===== src/rtl/exec_alu_stage.sv =====
// Execute stage feeding the 8x16 register file write port; single-cycle ALU ops plus
// an optional 16-cycle shift-add MUL built only when EXEC_ALU_MUL_EN is defined.
module exec_alu_stage #(
  parameter int WIDTH   = 16,
  parameter int RADDR_W = 3
) (
  input  logic               clk,
  input  logic               rst_n,
  input  logic               in_valid,
  output logic               in_ready,
  input  logic [3:0]         op,
  input  logic [RADDR_W-1:0] rd,
  input  logic [WIDTH-1:0]   a,
  input  logic [WIDTH-1:0]   b,
  input  logic               flush,
  output logic               reg_write,
  output logic [RADDR_W-1:0] write_reg,
  output logic [WIDTH-1:0]   write_data,
  output logic               zero_flag,
  output logic               carry_flag,
  output logic               illegal_op
);

  localparam logic [3:0] OP_ADD = 4'd0;
  localparam logic [3:0] OP_SUB = 4'd1;
  localparam logic [3:0] OP_AND = 4'd2;
  localparam logic [3:0] OP_OR  = 4'd3;
  localparam logic [3:0] OP_XOR = 4'd4;
  localparam logic [3:0] OP_SHL = 4'd5;
  localparam logic [3:0] OP_SHR = 4'd6;
  localparam logic [3:0] OP_MOV = 4'd7;
  localparam logic [3:0] OP_MUL = 4'd8;

  logic               accept_s;
  logic [WIDTH:0]     add_s, sub_s, shl_s, shr_s;
  logic [WIDTH-1:0]   alu_res_s;
  logic               alu_carry_s, alu_carry_upd_s, alu_legal_s;
  logic               is_mul_s, mul_busy_s, mul_done_s;
  logic [WIDTH-1:0]   mul_res_s;
  logic [RADDR_W-1:0] mul_rd_s;
  logic               wr_en_s, carry_upd_s, illegal_s;
  logic [RADDR_W-1:0] wr_reg_s;
  logic [WIDTH-1:0]   wr_data_s;

  logic               reg_write_r, zero_flag_r, carry_flag_r, illegal_op_r;
  logic [RADDR_W-1:0] write_reg_r;
  logic [WIDTH-1:0]   write_data_r;

  assign accept_s = in_valid && in_ready;
  assign in_ready = !mul_busy_s;

  // Single-cycle result, carry and legality of the presented opcode
  always_comb begin
    add_s           = {1'b0, a} + {1'b0, b};
    sub_s           = {1'b0, a} - {1'b0, b};
    shl_s           = {1'b0, a} << b[3:0];
    shr_s           = {a, 1'b0} >> b[3:0];
    alu_res_s       = '0;
    alu_carry_s     = 1'b0;
    alu_carry_upd_s = 1'b0;
    alu_legal_s     = 1'b1;
    case (op)
      OP_ADD: begin alu_res_s = add_s[WIDTH-1:0]; alu_carry_s = add_s[WIDTH]; alu_carry_upd_s = 1'b1; end
      OP_SUB: begin alu_res_s = sub_s[WIDTH-1:0]; alu_carry_s = sub_s[WIDTH]; alu_carry_upd_s = 1'b1; end
      OP_AND: alu_res_s = a & b;
      OP_OR:  alu_res_s = a | b;
      OP_XOR: alu_res_s = a ^ b;
      OP_SHL: begin alu_res_s = shl_s[WIDTH-1:0]; alu_carry_s = shl_s[WIDTH]; alu_carry_upd_s = 1'b1; end
      OP_SHR: begin alu_res_s = shr_s[WIDTH:1]; alu_carry_s = shr_s[0]; alu_carry_upd_s = 1'b1; end
      OP_MOV: alu_res_s = b;
`ifdef EXEC_ALU_MUL_EN
      OP_MUL: alu_legal_s = 1'b1;
`else
      OP_MUL: alu_legal_s = 1'b0;
`endif
      default: alu_legal_s = 1'b0;
    endcase
  end

`ifdef EXEC_ALU_MUL_EN
  localparam int CNT_W = $clog2(WIDTH);
  localparam logic [CNT_W-1:0] CNT_LAST = CNT_W'(WIDTH - 1);

  typedef enum logic {ST_IDLE = 1'b0, ST_MUL = 1'b1} state_t;
  state_t             state_r, state_s;
  logic [CNT_W-1:0]   cnt_r;
  logic [WIDTH-1:0]   mul_a_r, mul_b_r, acc_r, mul_step_s;
  logic [RADDR_W-1:0] mul_rd_r;

  assign is_mul_s   = (op == OP_MUL);
  assign mul_busy_s = (state_r == ST_MUL);
  assign mul_done_s = (cnt_r == CNT_LAST);
  assign mul_step_s = acc_r + (mul_b_r[0] ? mul_a_r : {WIDTH{1'b0}});
  assign mul_res_s  = mul_step_s;
  assign mul_rd_s   = mul_rd_r;

  // MUL state register
  always_ff @(posedge clk or negedge rst_n) begin
    if (!rst_n) state_r <= ST_IDLE;
    else        state_r <= state_s;
  end

  // MUL next state: leave IDLE on an unflushed MUL accept, return after the last bit or a flush
  always_comb begin
    state_s = state_r;
    case (state_r)
      ST_IDLE: if (accept_s && is_mul_s && !flush) state_s = ST_MUL; else state_s = ST_IDLE;
      ST_MUL:  if (flush || mul_done_s) state_s = ST_IDLE; else state_s = ST_MUL;
      default: state_s = ST_IDLE;
    endcase
  end

  // Shift-add datapath, one multiplier bit per MUL cycle, LSB first
  always_ff @(posedge clk or negedge rst_n) begin
    if (!rst_n) begin
      cnt_r    <= '0;
      acc_r    <= '0;
      mul_a_r  <= '0;
      mul_b_r  <= '0;
      mul_rd_r <= '0;
    end else if (state_r == ST_IDLE) begin
      if (accept_s && is_mul_s) begin
        cnt_r    <= '0;
        acc_r    <= '0;
        mul_a_r  <= a;
        mul_b_r  <= b;
        mul_rd_r <= rd;
      end
    end else begin
      cnt_r   <= cnt_r + CNT_W'(1);
      acc_r   <= mul_step_s;
      mul_a_r <= mul_a_r << 1;
      mul_b_r <= mul_b_r >> 1;
    end
  end
`else
  assign is_mul_s   = 1'b0;
  assign mul_busy_s = 1'b0;
  assign mul_done_s = 1'b0;
  assign mul_res_s  = '0;
  assign mul_rd_s   = '0;
`endif

  // Output decode: next write-port, flag and illegal-pulse values
  always_comb begin
    wr_en_s     = 1'b0;
    wr_reg_s    = rd;
    wr_data_s   = alu_res_s;
    carry_upd_s = 1'b0;
    illegal_s   = 1'b0;
    if (flush) begin
      wr_en_s = 1'b0;
    end else if (mul_busy_s) begin
      wr_reg_s  = mul_rd_s;
      wr_data_s = mul_res_s;
      if (mul_done_s) wr_en_s = 1'b1;
      else            wr_en_s = 1'b0;
    end else if (accept_s) begin
      if (!alu_legal_s) begin
        illegal_s = 1'b1;
      end else if (!is_mul_s) begin
        wr_en_s     = 1'b1;
        carry_upd_s = alu_carry_upd_s;
      end else begin
        wr_en_s = 1'b0;
      end
    end else begin
      wr_en_s = 1'b0;
    end
  end

  // Registered write port and flags; address/data hold between writes
  always_ff @(posedge clk or negedge rst_n) begin
    if (!rst_n) begin
      reg_write_r  <= 1'b0;
      illegal_op_r <= 1'b0;
      write_reg_r  <= '0;
      write_data_r <= '0;
      zero_flag_r  <= 1'b0;
      carry_flag_r <= 1'b0;
    end else begin
      reg_write_r  <= wr_en_s;
      illegal_op_r <= illegal_s;
      if (wr_en_s) begin
        write_reg_r  <= wr_reg_s;
        write_data_r <= wr_data_s;
        zero_flag_r  <= (wr_data_s == {WIDTH{1'b0}});
        if (carry_upd_s) carry_flag_r <= alu_carry_s;
      end
    end
  end

  assign reg_write  = reg_write_r;
  assign write_reg  = write_reg_r;
  assign write_data = write_data_r;
  assign zero_flag  = zero_flag_r;
  assign carry_flag = carry_flag_r;
  assign illegal_op = illegal_op_r;

endmodule


===== config.mk =====
export PLATFORM = sky130hd
export DESIGN_NAME = exec_alu_stage
export DESIGN_NICKNAME = d
export VERILOG_FILES = /design/src/rtl/exec_alu_stage.sv
export SDC_FILE = /design/constraint.sdc
export NUM_CORES = 1
export LEC_CHECK = 0
export ABC_AREA = 1
export BUFFER_PORTS_ARGS = -buffer_cell sky130_fd_sc_hd__buf_4
export CAP_MARGIN = 20
export CORE_UTILIZATION = 35
export DETAILED_ROUTE_END_ITERATION = 8
export HOLD_SLACK_MARGIN = 0.12
export SETUP_SLACK_MARGIN = 0.3
export SLEW_MARGIN = 20
export SYNTH_ARGS = -nofsm -noshare
export SYNTH_HDL_FRONTEND = slang
export SYNTH_SLANG_ARGS = --single-unit

===== constraint.sdc =====
create_clock -name clk -period 1 [get_ports clk]
set_input_delay 0.05 -clock clk [delete_from_list [all_inputs] [get_ports clk]]
set_output_delay 0.05 -clock clk [all_outputs]
set_load 0.005 [all_outputs]

==> results of run 1 <==
-- how the worst min path moves through the flow --
stage          slack [ns]  startpoint            to
2_1_floorplan       -0.25       rst_n    carry_flag
3_3_place_gp        -0.04       rst_n  write_reg[2]
3_5_place_dp        -0.04       rst_n  write_reg[2]
4_1_cts             -0.05       flush    illegal_op
5_1_grt             -0.04       flush    illegal_op
6_report            -0.05       flush    illegal_op
-- area by class of cell --
| type | instances | area share [%] |
|---|---|---|
| inverter | 112 | 5.30 |
| sequential | 23 | 5.99 |
| clock inverter | 1 | 0.0521 |
| timing repair buffer | 305 | 28.9 |
| tap | 184 | 2.40 |
| clock buffer | 3 | 0.782 |
| multi-input combinational | 776 | 56.6 |
-- per-layer routing --
layer  part of all wire (%)  vias to the layer above  routed length (um)  global-route usage, %
li1                       -                     3625                   -                      -
met1                     40                     3582                9950                   39.2
met2                     48                      353               12100                   52.3
met3                    6.9                       92                1730                   4.06
met4                    5.1                        0                1270                   13.3
met5                      0                        -                   0                      0
-- logic make-up (layout without fill, tap and decap cells) --
kind of cell	after synthesis	after routing	share of synthesized area, %
AOI/OAI and AO/OA	99	99	10.7
buffers and inverters	149	421	12.9
DFF	23	23	11.1
and+or+nand+nor	625	625	52.5
adders and majority gates	51	51	12.6
other	1	1	0.0726
-- where the power goes --
part           internal, mW  switching (mW)
Combinational          2.33            2.64
Sequential             1.07           0.108
Clock                 0.539           0.357
-- cells in the mapped netlist (all sizes together) --
cell / instances / area share (%)
conb: 1 / 0.073
nor2: 91 / 7.3
nand4: 10 / 1.2
or2: 4 / 0.48
nand3: 175 / 17
clkbuf: 5 / 0.36
a21oi: 39 / 3.9
nand3b: 3 / 0.44
fa: 2 / 0.77
inv: 112 / 8.1
o21bai: 4 / 0.65
nor3: 9 / 0.97
ha: 49 / 12
nand2: 328 / 24
o22ai: 8 / 0.97
o21ai: 40 / 3.9
a211oi: 1 / 0.15
o21a: 1 / 0.15
dfrtp: 23 / 11
a2bb2oi: 1 / 0.17
o2111ai: 1 / 0.17
buf: 32 / 4.4
nor3b: 1 / 0.15
and2: 4 / 0.48
o211ai: 4 / 0.68
-- worst max-delay path: cells and delay by family --
family          cells  cell delay (ns)
compound gates      1             0.10
simple gates        8             0.79
buf+inv             5             0.47
fa+ha+maj           2             0.48
-- through the flow --
step / instance area [um^2] / total power [mW]
2_1_floorplan: 5330 / 2.91
3_3_place_gp: 7220 / 4.55
3_5_place_dp: 7220 / 4.56
4_1_cts: 8410 / 6.15
5_1_grt: 9600 / 7.43
6_report: 9600 / 7.05
-- what timing repair did --
action / in CTS / in global routing
gates cloned: 1 / 0
resized for setup: 237 / 287
setup buffers: 24 / 21
endpoints found under the setup margin: 44 / 44
endpoints found under the hold margin: 27 / 1
pin swaps: 54 / 137
-- placed cells by master, fill, tap and decap left out, types with 12 or more instances in the layout --
cell,synthesis,routed
nand2_2,5,71
nand2_4,2,28
nand3_4,0,12
nor2_1,84,47
buf_4,5,204
nor2_4,1,18
nand2_1,321,228
dfrtp_1,23,23
nor2_2,5,25
buf_6,9,80
inv_1,103,62
nand3_2,2,57
ha_4,0,19
a21oi_1,37,18
ha_1,49,20
inv_2,9,22
nand3_1,173,106
o21ai_1,9,14
a21oi_2,2,12
o21ai_0,31,15
inv_4,0,23
==> results.py, run 1 <==
metrics = {
    "run_status": {
        "outcome": "finished, violations left",
        "failed_checks": "hold timing, setup timing",
    },
    "power_and_ir_drop": {
        "p_per_area_mw_per_mm2": 734,
        "cellLeakagePower_nw": 4.88,
        "peakVddDrop_uv": 648,
    },
    "worst_setup_path": {
        "slowest_delay_ns": 0.35,
        "r2r_start": "write_data[8]",
        "cp.required_ns": 1.19,
        "crit_top_cell": "nand3_2",
        "slowest_stage": "fa_2",
        "arrival_ns": 1.91,
        "cp-end-kind": "register",
        "reg2reg_depth": 2,
        "r2r_slack_ns": 0.19,
        "crit_path_max_fanout": 3,
        "rr_endpoint": "write_data[8]",
        "worstPathCellList": "buf_8 -> inv_4 -> ha_4 -> inv_4 -> fa_2 -> buf_4 -> buf_6 -> nand2_4 -> nand3_1 -> nand3_2 -> nand3_2 -> nor2_4 -> nand3_1 -> nor2_2 -> nand3_2 -> o21bai_2",
        "endpoint": "zero_flag",
        "crit_path_start_kind": "primary input",
        "path_class": "in2reg",
        "crit_start": "a[0]",
    },
    "job": {
        "timing.max_cap.violations": 0,
    },
    "global_route": {
        "grt_pass1_vias": 7150,
        "grt_max_degree": 33,
        "grt.total_usage_pct": 30.9,
        "grt_pass1_wl_mm": 35.9,
        "grt-ovfl-total": 0,
        "antenna_found_initial": 0,
    },
    "synthesis": {
        "ys_warn_count": 0,
        "syn-num-nets": 1042,
        "syn_area_mm2": 0.00517,
        "syn-instance-count": 948,
        "ys_seq_elements": 23,
        "ys_seq_area_share_pct": 11.1,
        "syn_area_per_cell_um2": 5.45,
        "synth_cell_types": 40,
    },
    "floorplan": {
        "ioPinCount": 67,
        "core_area_mm2": 0.0145,
        "fp.dieArea_mm2": 0.0153,
        "die_x_um": 124,
        "rows": 44,
        "start_util_pct": 35.7,
        "dieHeight_um": 124,
    },
    "timing": {
        "hold_viol": 1,
        "slew_viol_final": 0,
        "slew_headroom_pct": 61.0,
        "holdWs_ns": -0.0497,
        "totalNegativeSetupSlack_ns": -9.63,
        "fin_crit_ns": 1.72,
        "setup_viol": 18,
        "fmax_mhz": 580,
        "tightest_slew_ns": 0.584,
        "rsz0062_at_grt": "true",
        "setup_ws_ns": -0.723,
        "fin_skew_ns": 0,
        "fin_crit_sh_pct": 172,
    },
    "clock_network": {
        "cts.sinks": 23,
        "path_clk_slew_ns": 0.07,
        "numCtsBuffers": 3,
        "worstSkewPairLatency_ns": 0.26,
        "cts_buffer_depth": 2,
        "cts_tree": "built",
        "cts_hold_buf": 4,
        "cts_root_buffer": "clkbuf_16",
        "htreeDepth": 1,
    },
    "placed_design": {
        "hpwl_mm": 18.3,
        "dp.cells": 1350,
        "port_buffers": 65,
        "gp_congestion": 0.983,
        "place_ws_ns": -1.09,
    },
    "cells_and_area": {
        "layout.area.seq_um2": 576,
        "area_growth_pct": 85.9,
        "largest_reg_flops": 16,
        "fillers": 1196,
        "num_antenna_cells": 0,
        "drive_above_1_share_pct": 53.0,
        "final_util_pct": 66.3,
        "nNetsFinal": 1315,
        "multiInputGateArea_mm2": 0.00544,
        "instances_no_fill": 1404,
    },
    "drt": {
        "wirelength_mm": 25.1,
        "final_antenna_net_count": 0,
        "vias": 7652,
        "via_per_inst": 5.45,
        "drt-initial-drc-count": 557,
        "routedWlPerCell_um": 17.9,
        "route.detailed.drc": 0,
        "drt_pass1_iterations": 5,
    },
    "min_path": {
        "whs_path_depth": 2,
        "min_path_type": "in2reg",
    },
}
(Power assumes the default switching activity.)
==> run 2, diff against run 1 <==
Settings changed: CTS_BUF_LIST set to sky130_fd_sc_hd__clkbuf_4 sky130_fd_sc_hd__clkbuf_8, GPL_TIMING_DRIVEN set to 0, SKIP_LAST_GASP set to 1.
==> results.py, run 2 (synthesis results as in run 1) <==
metrics = {
    "placed_design": {
        "gp_congestion": 0.970,
        "dp.cells": 1197,
        "hpwl_mm": 17.4,
        "placed_cell_area_mm2": 0.00604,
        "port_buffers": 65,
        "place_ws_ns": -1.48,
    },
    "timing": {
        "slew_viol_final": 0,
        "fin_crit_sh_pct": 187,
        "tightest_slew_ns": 0.544,
        "slew_headroom_pct": 63.8,
        "holdWs_ns": -0.0349,
        "setup_viol": 18,
        "fin_skew_ns": 0,
        "fmax_mhz": 535,
        "hold_viol": 1,
        "setup_ws_ns": -0.870,
        "rsz0062_at_grt": "true",
        "fin_crit_ns": 1.87,
    },
    "cells_and_area": {
        "num_antenna_cells": 0,
        "final_cell_mix": "nand2_1, nand3_1, inv_1, buf_4, nor2_1",
        "final_area_mm2": 0.00744,
        "largest_reg_flops": 16,
        "instances_no_fill": 1246,
        "final_common_cell": "nand2_1",
        "nNetsFinal": 1157,
        "drive_above_1_share_pct": 32.1,
        "fillers": 1521,
        "area_growth_pct": 43.9,
        "final_util_pct": 51.4,
    },
    "floorplan": {
        "fp.dieArea_mm2": 0.0153,
        "ioPinCount": 67,
        "dieHeight_um": 124,
        "rows": 44,
        "die_x_um": 124,
        "start_util_pct": 35.7,
        "core_area_mm2": 0.0145,
    },
    "worst_setup_path": {
        "path_class": "in2reg",
        "critPathTopFamily": "simple AND/OR/NAND/NOR gates",
        "r2r_start": "write_data[6]",
        "worstPathCellList": "buf_6 -> buf_8 -> inv_4 -> buf_8 -> buf_12 -> fa_2 -> or2_4 -> nand3_2 -> nand3_2 -> nor2_2 -> nand4_1 -> nor2_1 -> nand2_1 -> nor2_1 -> nand3_1 -> o21bai_2",
        "cp_num_buf_inv": 5,
        "reg2reg_depth": 3,
        "r2r_slack_ns": 0.21,
        "cp-end-kind": "register",
        "cp.required_ns": 1.21,
        "crit_path_start_kind": "primary input",
        "slowest_delay_ns": 0.36,
        "arrival_ns": 2.08,
        "slowest_stage": "fa_2",
        "crit_path_max_fanout": 5,
        "rr_endpoint": "write_data[6]",
    },
    "drt": {
        "routedWlPerCell_um": 18.0,
        "drt-initial-drc-count": 495,
        "wirelength_mm": 22.4,
        "drt_pass1_iterations": 5,
        "route.detailed.drc": 0,
        "final_antenna_net_count": 0,
        "vias": 6803,
        "via_per_inst": 5.46,
    },
    "clock_network": {
        "cts_tree": "built",
        "cts_hold_buf": 4,
        "worstSkewPairLatency_ns": 0.27,
        "cts_buffer_depth": 2,
        "numCtsBuffers": 3,
        "cts.sinks": 23,
        "cts_root_buffer": "clkbuf_8",
        "htreeDepth": 1,
        "path_clk_slew_ns": 0.09,
    },
    "global_route": {
        "antenna_found_initial": 0,
        "grt.total_usage_pct": 29.2,
        "grt-ovfl-total": 0,
        "grt_pass1_vias": 6174,
        "grt_pass1_wl_mm": 33.5,
        "grt_max_degree": 24,
    },
    "min_path": {
        "hold_start": "flush",
        "whs_path_depth": 2,
        "min_path_type": "in2reg",
        "min_to": "illegal_op",
    },
    "run_status": {
        "failed_checks": "hold timing, setup timing",
        "outcome": "finished, violations left",
    },
    "power_and_ir_drop": {
        "peakVddDrop_uv": 549,
        "cellLeakagePower_nw": 3.86,
        "p_per_area_mw_per_mm2": 745,
        "finalPower_mw": 5.54,
    },
    "job": {
        "timing.max_cap.violations": 0,
    },
}
run 2: layout make-up:
cell class	instances	area [um^2]	area share, %
plain buffers	37	392	5.27
repair buffers	110	1020	13.7
well taps	184	230	3.10
inverters	112	464	6.24
clock buffers	3	41.3	0.555
flip-flops and latches	23	576	7.74
multi-input cells	776	4710	63.3
clock inverters	1	5.00	0.0673
run 2: through the flow:
step	TNS [ns]	hold slack (ns)
final	-10.26	-0.0349
after global routing	-11.61	-0.0313
after CTS	-10.01	-0.0419
after detailed placement	-19.21	-0.0396
after global placement	-19.10	-0.0391
after floorplan	-9.16	-0.246
run 2: per-layer routing:
layer	GRT usage, %	vias to the layer above	share of wire [%]
met5	0	-	0
met4	8.96	0	3.8
met3	3.46	58	6.9
met2	48.6	270	47
met1	39.0	3166	42
li1	-	3309	-
run 2: worst max-delay path by stage:
stage | from | depth (start not counted) | endpoint | slack, ns
2_1_floorplan | b[1] | 15 | zero_flag | -0.81
3_3_place_gp | b[1] | 19 | zero_flag | -1.46
3_5_place_dp | b[1] | 19 | zero_flag | -1.48
4_1_cts | b[1] | 16 | zero_flag | -0.86
5_1_grt | b[1] | 18 | zero_flag | -0.94
6_report | b[1] | 16 | zero_flag | -0.87
run 2: power by group:
group | leakage [nW] | switching, mW | internal (mW)
Combinational | 3.54 | 2.21 | 1.57
Sequential | 0.302 | 0.0991 | 1.07
Clock | 0.0255 | 0.317 | 0.279
run 2: timing repair:
action | in CTS | in global routing
setup buffers | 26 | 13
pin swaps | 41 | 43
gates cloned | 1 | 1
hold endpoints to repair | 27 | 1
gates resized for setup | 170 | 102
endpoints found under the setup margin | 44 | 45
